==> src/rtl/alu3_pkg.sv <==
// Shared types, widths and datapath helpers for the two-requester ALU/BCD arbiter.
package alu3_pkg;

    localparam int unsigned OP_W  = 3;
    localparam int unsigned RES_W = 4;
    localparam int unsigned BCD_W = 8;
    localparam int unsigned N_REQ = 2;
    localparam int unsigned DD_W  = BCD_W + RES_W;

    typedef enum logic [1:0] {
        MODE_ADD = 2'd0,
        MODE_SUB = 2'd1,
        MODE_MAX = 2'd2,
        MODE_AND = 2'd3
    } mode_e;

    typedef enum logic [1:0] {
        ST_IDLE = 2'd0,
        ST_EXEC = 2'd1,
        ST_CONV = 2'd2,
        ST_DONE = 2'd3
    } state_e;

    // Four-bit ALU result; subtraction wraps modulo 16.
    function automatic logic [RES_W-1:0] alu_eval(input mode_e mode,
                                                  input logic [OP_W-1:0] a,
                                                  input logic [OP_W-1:0] b);
        logic [RES_W-1:0] res;
        case (mode)
            MODE_ADD: res = RES_W'(a) + RES_W'(b);
            MODE_SUB: res = RES_W'(a) - RES_W'(b);
            MODE_MAX: res = (a >= b) ? RES_W'(a) : RES_W'(b);
            MODE_AND: res = RES_W'(a & b);
            default:  res = '0;
        endcase
        return res;
    endfunction

    // One double-dabble iteration on {tens, ones, binary}: add-3 then shift left.
    function automatic logic [DD_W-1:0] dd_step(input logic [DD_W-1:0] w);
        logic [DD_W-1:0] t;
        t = w;
        if (t[11:8] >= 4'd5) t[11:8] = t[11:8] + 4'd3;
        if (t[7:4]  >= 4'd5) t[7:4]  = t[7:4]  + 4'd3;
        return {t[DD_W-2:0], 1'b0};
    endfunction

endpackage

==> src/rtl/alu3_bcd_serial.sv <==
// Four-cycle iterative binary-to-BCD converter; the first shift happens on the start edge.
module alu3_bcd_serial
    import alu3_pkg::*;
(
    input  logic             clk,
    input  logic             rst_n,
    input  logic             start,
    input  logic [RES_W-1:0] value,
    output logic             done,
    output logic [BCD_W-1:0] bcd
);

    logic [DD_W-1:0] work;
    logic [DD_W-1:0] step_w;
    logic [1:0]      cnt;
    logic            running;

    // Next iteration of the working register.
    always_comb begin
        step_w = dd_step(work);
    end

    // Shift sequencer; bcd only changes when a conversion completes.
    always_ff @(posedge clk or negedge rst_n) begin
        if (!rst_n) begin
            work    <= '0;
            cnt     <= 2'd0;
            running <= 1'b0;
            done    <= 1'b0;
            bcd     <= '0;
        end else if (start) begin
            work    <= dd_step({BCD_W'(0), value});
            cnt     <= 2'd1;
            running <= 1'b1;
            done    <= 1'b0;
        end else if (running) begin
            if (cnt == 2'd3) begin
                bcd     <= step_w[DD_W-1:RES_W];
                running <= 1'b0;
                done    <= 1'b1;
            end else begin
                work <= step_w;
                cnt  <= cnt + 2'd1;
            end
        end
    end

endmodule

==> src/rtl/alu3_req_arbiter.sv <==
// Two-requester arbiter sharing one 3-bit ALU and serial BCD converter.
// Define ALU3_ARB_FIXED_PRIO_EN for fixed priority (requester 0 wins); default is round-robin.
module alu3_req_arbiter
    import alu3_pkg::*;
(
    input  logic       clk,
    input  logic       rst_n,
    input  logic [1:0] req_valid,
    output logic [1:0] req_ready,
    input  logic [5:0] req_left,
    input  logic [5:0] req_right,
    input  logic [3:0] req_mode,
    output logic [1:0] rsp_valid,
    input  logic [1:0] rsp_ready,
    output logic [3:0] rsp_bin,
    output logic [7:0] rsp_bcd,
    output logic [7:0] disp_bcd,
    output logic       busy
);

    state_e          state;
    logic            gidx;
    logic [OP_W-1:0] lat_left;
    logic [OP_W-1:0] lat_right;
    mode_e           lat_mode;
    logic [1:0]      cnt;
    logic [1:0]      grant;
    logic            sel;
    logic            rsp_ready_g;
    logic            bcd_start;
    logic            bcd_done;
    logic [BCD_W-1:0] bcd;
`ifndef ALU3_ARB_FIXED_PRIO_EN
    logic            last;
`endif

    // Grant selection among valid requesters.
    always_comb begin
        grant = 2'b00;
`ifdef ALU3_ARB_FIXED_PRIO_EN
        if (req_valid[0])      grant = 2'b01;
        else if (req_valid[1]) grant = 2'b10;
`else
        if (req_valid == 2'b11) grant = last ? 2'b01 : 2'b10;
        else                    grant = req_valid;
`endif
    end

    // Accept strobe, held quiet outside IDLE and while reset is asserted.
    always_comb begin
        req_ready = 2'b00;
        if (state == ST_IDLE && rst_n) req_ready = grant & req_valid;
    end

    // Payload mux, response-ready select and converter kick-off.
    always_comb begin
        sel         = req_ready[1];
        rsp_ready_g = gidx ? rsp_ready[1] : rsp_ready[0];
        bcd_start   = (state == ST_CONV) && (cnt == 2'd0);
    end

    assign rsp_bcd = bcd;

    // Control FSM with registered datapath and response outputs.
    always_ff @(posedge clk or negedge rst_n) begin
        if (!rst_n) begin
            state     <= ST_IDLE;
            gidx      <= 1'b0;
            lat_left  <= '0;
            lat_right <= '0;
            lat_mode  <= MODE_ADD;
            cnt       <= 2'd0;
            rsp_bin   <= '0;
            rsp_valid <= 2'b00;
            disp_bcd  <= '0;
            busy      <= 1'b0;
`ifndef ALU3_ARB_FIXED_PRIO_EN
            last      <= 1'b1;
`endif
        end else begin
            case (state)
                ST_IDLE: begin
                    if (|req_ready) begin
                        gidx      <= sel;
                        lat_left  <= sel ? req_left[5:3]  : req_left[2:0];
                        lat_right <= sel ? req_right[5:3] : req_right[2:0];
                        lat_mode  <= mode_e'(sel ? req_mode[3:2] : req_mode[1:0]);
                        busy      <= 1'b1;
`ifndef ALU3_ARB_FIXED_PRIO_EN
                        last      <= sel;
`endif
                        state     <= ST_EXEC;
                    end
                end
                ST_EXEC: begin
                    rsp_bin <= alu_eval(lat_mode, lat_left, lat_right);
                    cnt     <= 2'd0;
                    state   <= ST_CONV;
                end
                ST_CONV: begin
                    cnt <= cnt + 2'd1;
                    if (cnt == 2'd3) begin
                        rsp_valid <= gidx ? 2'b10 : 2'b01;
                        state     <= ST_DONE;
                    end
                end
                ST_DONE: begin
                    if (rsp_ready_g) begin
                        rsp_valid <= 2'b00;
                        busy      <= 1'b0;
                        if (bcd_done) disp_bcd <= bcd;
                        state     <= ST_IDLE;
                    end
                end
                default: state <= ST_IDLE;
            endcase
        end
    end

    alu3_bcd_serial u_bcd (
        .clk   (clk),
        .rst_n (rst_n),
        .start (bcd_start),
        .value (rsp_bin),
        .done  (bcd_done),
        .bcd   (bcd)
    );

endmodule

==> config.mk <==
export PLATFORM = sky130hd
export DESIGN_NAME = alu3_req_arbiter
export DESIGN_NICKNAME = d
export VERILOG_FILES = /design/src/rtl/alu3_pkg.sv /design/src/rtl/alu3_bcd_serial.sv /design/src/rtl/alu3_req_arbiter.sv
export SDC_FILE = /design/constraint.sdc
export NUM_CORES = 1
export LEC_CHECK = 0
export BUFFER_PORTS_ARGS = -buffer_cell sky130_fd_sc_hd__buf_2
export CAP_MARGIN = 40
export CORE_MARGIN = 2
export CORE_UTILIZATION = 30
export DETAILED_ROUTE_END_ITERATION = 16
export GPL_ROUTABILITY_DRIVEN = 1
export GPL_TIMING_DRIVEN = 0
export PLACE_DENSITY = 0.44
export SETUP_SLACK_MARGIN = 0.1
export SLEW_MARGIN = 15
export SYNTH_ARGS = -nofsm -noshare
export SYNTH_HDL_FRONTEND = slang
export SYNTH_HIERARCHICAL = 1
export SYNTH_SLANG_ARGS = --single-unit
==> constraint.sdc <==
create_clock -name clk -period 2.4 [get_ports clk]
set_input_delay 0 -clock clk [delete_from_list [all_inputs] [get_ports clk]]
set_output_delay 0 -clock clk [all_outputs]
set_load 0.1 [all_outputs]
==> key figures, run 1 <==
Global routing
  – Vias in the first global route: 2000
  – Largest net degree at the start of global routing: 52
  – Global routing usage summed across all routing layers: 12.37%
  – Aggregate global routing overflow: 0
  – Antenna violations before repair: 0
  – First-pass GRT wire length: 9908 um

STA
  – Final critical-path required period: 2198 ps
  – Final Skew: 8.401 ps
  – Total count of max-transition violations in the final report: 0
  – Relative slew slack: 64.40%
  – Worst-margin pin slew: 534.0 ps
  – Highest achievable clock rate: 454.9 MHz
  – Accumulated negative setup slack: 0 ps
  – Setup repair after global routing missed its margin: no
  – Hold violation count in the final report: 0
  – Part of the cycle the worst path needs: 91.59%
  – Total of endpoints with negative setup slack in the final report: 0

Setup path
  – Kind of end point of the critical path: flop
  – Biggest fanout along the worst timing path: 3
  – Reg-to-reg endpoint: rsp_bin[2]
  – Crit-path slowest cell: sky130_fd_sc_hd__mux4_2
  – Startpoint type of the worst setup path: flop
  – RR Startpoint: lat_left[0]
  – Critical path data arrival time: 2440 ps
  – Category of the most critical setup path: flop to flop
  – Reg-to-reg slack, setup: 200 ps
  – R2R cell count: 8
  – Data required time at the worst endpoint: 2640 ps
  – Max incr delay on CP: 460 ps
  – Crit path from: lat_left[0]
  – CP endpoint: rsp_bin[2]
  – CP Cell Sequence: inv_2, ha_2, inv_1, fa_1, inv_1, fa_1, mux4_2, mux2i_1

Synth
  – Synthesis-stage register bit count: 52
  – Xor/xnor cell area share of the yosys netlist: 1.232%
  – Top area cells in the synthesized netlist: sky130_fd_sc_hd__dfrtp_1 45%, sky130_fd_sc_hd__ha_1 8.4%, sky130_fd_sc_hd__o21ai_0 4.9%
  – Number of warning messages in the yosys log: 6
  – Post-synthesis share of cell area spent on and, or, nand and nor gates: 12.67%
  – Share of synthesized area occupied by flip-flops and latches: 45.80%
  – Area share of the largest cell type after synthesis: 44.87%
  – Per-instance average area after synthesis: 10.19 sq um
  – Cells after synthesis: 279
  – Number of synthesized flops with an enable pin: 0
  – Area leader, netlist: sky130_fd_sc_hd__dfrtp_1
  – Asr flop ratio synth: 100.0%
  – Adder-cell share of the synthesized area: 10.47%
  – Count of unique library cells instantiated by Yosys: 48
  – Combinational family with the most area after synthesis: compound AO/OA/AOI/OAI gates
  – Share of synthesized area spent on multiplexers: 8.931%
  – Synth Net Count: 323
  – Complex-gate fraction of the synthesized area: 15.57%
  – Cell Area, Synth: 2844 sq um
  – Top_reg_cell synth: sky130_fd_sc_hd__dfrtp_1

Placement
  – Count of port buffers added during placement: 46
  – Placer congestion estimate: 0.7329
  – DP Wirelength: 4247 um

Clock tree
  – Clock root buffer: sky130_fd_sc_hd__clkbuf_8
  – Clock sink count: 52
  – CTS H-tree lvls: 2
  – Post-CTS Repair Setup Buffers: 0
  – CTS max path bufs: 2
  – Clock transition at path regs: 100 ps
  – Clock Latency Late Sink: 310 ps
  – Inserted Clock Buffers: 5
  – CTS tree: done

Flow run
  – Max-capacitance violation count: 0

Floorplan
  – Initial cell density of the core: 30.78%
  – Width of the die: 101.4 um
  – Top-level I/O count: 47
  – Number of rows created at floorplan: 35
  – Die area: 10270 sq um
  – Placeable core region: 9240 sq um
  – Overall die height: 101.4 um

Cells and area
  – Area added between synthesis and finish: 24.72%
  – Share of final-layout standard cells stronger than drive strength 1: 23.08%
  – Antenna diode count: 0
  – Filler Cell Count: 954
  – Final nets: 394

Routing
  – Via density per instance: 4.413
  – Count of vias placed by the detailed router: 2118
  – Average wire per standard cell: 12.56 um
  – DRC viols: 0
  – Wirelength, routed: 6029 um
  – Violation count after the first detailed-routing iteration: 62
  – Remaining antenna violation count after routing: 0
  – Total iterations of the first detailed-routing run: 4

Min path
  – Kind of path behind the tightest hold check: primary input to flop

Status
  – Run status: complete, no violations
-- cell usage after synthesis (4+ instances only) --
cell type / number
sky130_fd_sc_hd__a21oi_1: 20
sky130_fd_sc_hd__nor2_1: 12
sky130_fd_sc_hd__o21ai_1: 6
sky130_fd_sc_hd__o21ai_0: 28
sky130_fd_sc_hd__a21oi_2: 4
sky130_fd_sc_hd__nand3_1: 5
sky130_fd_sc_hd__dfrtp_1: 51
sky130_fd_sc_hd__inv_1: 26
sky130_fd_sc_hd__mux2_1: 8
sky130_fd_sc_hd__ha_1: 19
sky130_fd_sc_hd__mux2_4: 4
sky130_fd_sc_hd__nand2b_1: 6
sky130_fd_sc_hd__nand2_1: 28
sky130_fd_sc_hd__buf_2: 4
sky130_fd_sc_hd__mux2i_1: 7
sky130_fd_sc_hd__clkbuf_1: 4
-- final cells by class --
| class | count | area (sq um) | area share, % |
|---|---|---|---|
| plain buffers | 10 | 53.80 | 1.517 |
| clock buffers | 5 | 68.82 | 1.940 |
| clock inverters | 3 | 27.53 | 0.7760 |
| inverters | 26 | 97.59 | 2.751 |
| multi-input cells | 191 | 1403 | 39.54 |
| flip-flops and latches | 52 | 1303 | 36.72 |
| well taps | 129 | 161.4 | 4.550 |
| repair buffers | 64 | 432.9 | 12.20 |
-- logic make-up after synthesis --
family | count (synthesis)
AOI/OAI and AO/OA | 73
and+or+nand+nor | 71
DFF | 52
buffers and inverters | 36
adders and majority gates | 22
muxes | 21
xor gates and xnor gates | 4
-- what timing repair did --
item	4_1_cts	5_1_grt
resized for setup	1	4
hold endpoints to repair	59	0
hold buffers	18	0
setup endpoints to repair	1	3
-- worst max-delay path: cells and delay by family, from the launching register on --
| family | cells | cell delay (ps) |
|---|---|---|
| buffers and inverters | 3 | 200 |
| flip-flops | 1 | 410 |
| multiplexers | 2 | 600 |
| adder cells (fa/ha/maj) | 3 | 930 |
-- worst min path at each step --
stage | end | start | cells after the start
after floorplan | busy | rst_n | 0
after CTS | lat_right[0] | req_valid[0] | 3
after global routing | lat_right[0] | req_valid[0] | 3
after global placement | lat_left[2] | req_left[5] | 3
final | lat_right[0] | req_valid[0] | 3
after detailed placement | disp_bcd[1] | rst_n | 1
-- routing by layer --
layer	part of all wire, %	track usage [%]	vias to the layer above
li1	-	-	1095
met3	2.8	3.106	2
met2	48	20.63	34
met5	0	0	-
met4	0.71	3.119	0
met1	48	16.12	987
-- through the flow --
stage | cell area [sq um] | util, % | hold WS, ps | worst slack [ps] | instances
after floorplan | 2844 | - | -295.6 | 328.3 | 279
after global placement | 3236 | 35.02 | 206.9 | 41.39 | 454
after detailed placement | 3238 | 35.04 | 103.3 | 170.1 | 454
after CTS | 3535 | 38.25 | 92.29 | 156.0 | 480
after global routing | 3547 | 38.39 | 95.59 | 112.8 | 480
final | 3547 | 38.39 | 85.19 | 201.8 | 480
-- state kept, by name, indices dropped and copies added, names as in the netlist --
register / count
busy: 1
u_bcd/bcd: 8
lat_left: 3
rsp_bin: 4
rsp_valid: 2
state: 2
lat_mode: 2
u_bcd/done: 1
u_bcd/cnt: 2
gidx: 1
u_bcd/work: 11
disp_bcd: 8
cnt: 2
u_bcd/running: 1
last: 1
lat_right: 3
-- cell usage in the layout (no fill, tap or decap), drive strengths merged, types with 4 or more instances in the layout --
master,Yosys,layout
nor2,12,12
o21ai,34,34
a21oi,24,24
nand2b,6,6
nand2,28,28
mux2,13,13
dlygate4sd3,0,17
mux2i,7,7
clkbuf,4,9
ha,19,19
inv,26,27
buf,6,53
nand3,6,6
nor2b,4,4
dfrtp,51,51
Power of run 1 is not shown: default switching activity piles up to over one toggle a cycle in this logic, so the estimate is an artifact.
==> inputs of run 2 (changes only) <==
--- a/config.mk
+++ b/config.mk
@@ -5,6 +5,7 @@
 export SDC_FILE = /design/constraint.sdc
 export NUM_CORES = 1
 export LEC_CHECK = 0
+export ABC_AREA = 1
 export BUFFER_PORTS_ARGS = -buffer_cell sky130_fd_sc_hd__buf_2
 export CAP_MARGIN = 40
 export CORE_MARGIN = 2
==> run 2 against run 1 <==
Global-route usage up 0.24 points. Sequential share of layout area barely moved. Wire length is 4.3% higher. Clock-buffer cell count rose by 1. Synthesized cell count rose by 26%.
==> key figures, run 2 <==
Cells and area
  – Most common library cell in the layout ignoring fill and taps: sky130_fd_sc_hd__nand2_1
  – Share of final-layout standard cells stronger than drive strength 1: 22.71%
  – Final nets: 457
  – Top library cells by usage in the layout, fill and taps aside: 105 x sky130_fd_sc_hd__nand2_1, 51 x sky130_fd_sc_hd__inv_1, 51 x sky130_fd_sc_hd__dfrtp_1
  – Area added between synthesis and finish: 19.60%
  – Largest registers: u_bcd/work x11, disp_bcd x8, u_bcd/bcd x8
  – Number of flip-flops under the largest register name: 11
  – Top register by number of flip-flops: u_bcd/work
  – Antenna diode count: 0

Setup path
  – Delay-heaviest family, CP: buffers and inverters
  – Critical path data arrival time: 2030 ps
  – CP Cell Sequence: inv_1, ha_1, nand2_2, nor2_4, nand2_1, inv_1, buf_2
  – Most prevalent standard cell on the critical path: sky130_fd_sc_hd__inv_1
  – Data required time at the worst endpoint: 2400 ps
  – Biggest fanout along the worst timing path: 4
  – Startpoint type of the worst setup path: flop
  – Max incr delay on CP: 430 ps
  – Critical path buffers and inverters: 3
  – Crit-path slowest cell: sky130_fd_sc_hd__dfrtp_1
  – Kind of end point of the critical path: output port
  – Category of the most critical setup path: flop to output port

Synth
  – Synth Net Count: 395
  – Asr flop ratio synth: 100.0%
  – Count of unique library cells instantiated by Yosys: 31
  – Cell Area, Synth: 2969 sq um
  – Adder-cell share of the synthesized area: 10.03%
  – Top area cells in the synthesized netlist: sky130_fd_sc_hd__dfrtp_1 43%, sky130_fd_sc_hd__nand2_1 13%, sky130_fd_sc_hd__ha_1 8.0%
  – Cells after synthesis: 351
  – Area share of the largest cell type after synthesis: 42.98%
  – Most used standard cells in the synthesized netlist: 105 x sky130_fd_sc_hd__nand2_1, 51 x sky130_fd_sc_hd__dfrtp_1, 51 x sky130_fd_sc_hd__inv_1, 32 x sky130_fd_sc_hd__nand3_1, 19 x sky130_fd_sc_hd__ha_1
  – Combinational family with the most area after synthesis: simple AND/OR/NAND/NOR gates
  – Share of synthesized area occupied by flip-flops and latches: 43.87%
  – Complex-gate fraction of the synthesized area: 8.681%
  – Top_reg_cell synth: sky130_fd_sc_hd__dfrtp_1
  – Area leader, netlist: sky130_fd_sc_hd__dfrtp_1
  – Xor/xnor cell area share of the yosys netlist: 0%
  – Number of warning messages in the yosys log: 6
  – Most numerous cell in the Yosys netlist: sky130_fd_sc_hd__nand2_1
  – Per-instance average area after synthesis: 8.459 sq um
  – Number of synthesized flops with an enable pin: 0
  – Share of synthesized area spent on multiplexers: 0%
  – Synthesis-stage register bit count: 52
  – Post-synthesis share of cell area spent on and, or, nand and nor gates: 28.02%

Routing
  – Via density per instance: 4.314
  – Total iterations of the first detailed-routing run: 4
  – Wirelength, routed: 6286 um
  – Remaining antenna violation count after routing: 0
  – Count of vias placed by the detailed router: 2360
  – Average wire per standard cell: 11.49 um
  – DRC viols: 0
  – Violation count after the first detailed-routing iteration: 56

STA
  – Highest achievable clock rate: 491.8 MHz
  – Accumulated negative setup slack: 0 ps
  – Total of endpoints with negative setup slack in the final report: 0
  – Relative slew slack: 66.50%
  – Worst-margin pin slew: 502.5 ps
  – Setup repair after global routing missed its margin: no
  – Final Skew: 6.668 ps
  – Final critical-path required period: 2033 ps
  – Hold violation count in the final report: 0
  – Part of the cycle the worst path needs: 84.73%
  – Total count of max-transition violations in the final report: 0

Min path
  – Kind of path behind the tightest hold check: primary input to flop

Clock tree
  – Clock Latency Late Sink: 300 ps
  – Clock transition at path regs: 100 ps
  – Clock sink count: 52
  – CTS max path bufs: 2
  – CTS tree: done
  – CTS H-tree lvls: 2
  – Clock root buffer: sky130_fd_sc_hd__clkbuf_8
  – Inserted Clock Buffers: 5

Floorplan
  – Top-level I/O count: 47
  – Die area: 10710 sq um
  – Overall die height: 103.5 um
  – Initial cell density of the core: 30.66%
  – Number of rows created at floorplan: 36
  – Width of the die: 103.5 um
  – Placeable core region: 9684 sq um

Global routing
  – Antenna violations before repair: 0
  – Global routing usage summed across all routing layers: 12.62%
  – Largest net degree at the start of global routing: 54
  – First-pass GRT wire length: 10650 um
  – Aggregate global routing overflow: 0
  – Vias in the first global route: 2281

Placement
  – DP Wirelength: 4777 um
  – Count of port buffers added during placement: 46
  – Placer congestion estimate: 0.8213

Status
  – Run status: complete, no violations

Flow run
  – Max-capacitance violation count: 0
==> run 2: cell count changes after synthesis, sizes merged, moves of 4 or more <==
| cell | change |
|---|---|
| a21oi | -19 |
| clkbuf | -4 |
| inv | +34 |
| mux2 | -13 |
| mux2i | -7 |
| nand2 | +82 |
| nand2b | -6 |
| nand3 | +33 |
| nand4 | +7 |
| nor2b | -4 |
| o211ai | +4 |
| o21ai | -7 |
| or2 | +5 |
==> run 2: path summary, 6_finish.rpt <==
kind                                  start      endpoint  slack [ps]  cells past startpoint
worst min-delay path            req_mode[3]   lat_mode[1]           7                      5
min in group asynchronous             rst_n  rsp_valid[1]         200                      2
max in group asynchronous             rst_n  lat_right[0]        1830                      2
worst max register to register  lat_left[0]    rsp_bin[2]         420                      9
worst min register to register         last          last         470                      2
worst max-delay path               state[0]  req_ready[0]         370                      7
==> run 2: final cells by class <==
type,instances,area [sq um]
plain buffers,3,42.54
clock buffers,6,72.57
clock inverters,2,16.27
fillers,1029,6133
inverters,61,236.5
multi-input cells,235,1388
flip-flops and latches,52,1303
well taps,133,166.4
repair buffers,55,326.6
==> run 2: tightest hold or removal path, delay by kind of cell <==
kind / cells / cell delay [ps]
buffers and inverters: 2 / 110
AOI/OAI and AO/OA: 1 / 50
and+or+nand+nor: 2 / 120
==> run 2: repair_timing <==
action / 4_1_cts / 5_1_grt
setup buffers: 0 / 0
resized for setup: 0 / 1
setup endpoints to repair: 0 / 1
hold buffers: 9 / 0
endpoints found under the hold margin: 55 / 0
==> run 2: layer usage <==
| layer | vias up | GRT usage (%) | wire, um |
|---|---|---|---|
| met2 | 42 | 21.04 | 2866 |
| met5 | - | 0 | 0 |
| met4 | 0 | 2.733 | 46 |
| met3 | 5 | 2.688 | 287 |
| li1 | 1249 | - | - |
| met1 | 1064 | 16.90 | 3086 |
==> run 2: stage by stage <==
step	area (sq um)	hold WS, ps	cells	setup slack [ps]	util [%]
finish	3551	6.983	547	366.6	36.67
global route	3551	14.59	547	202.2	36.67
CTS	3547	0.2867	547	155.8	36.63
detailed placement	3368	102.0	530	407.5	34.78
global placement	3366	297.8	530	233.1	34.75
floorplan	2969	-295.6	351	585.4	-
==> run 2: kinds of logic (layout without fill, tap and decap cells) <==
logic type               after synthesis  count (layout)
flip-flops                            52              52
buffers and inverters                 64             127
adder cells (fa/ha/maj)               22              22
AO/OA/AOI/OAI                         42              42
AND/OR/NAND/NOR                      171             171
Power of run 2 is left out for the same reason.
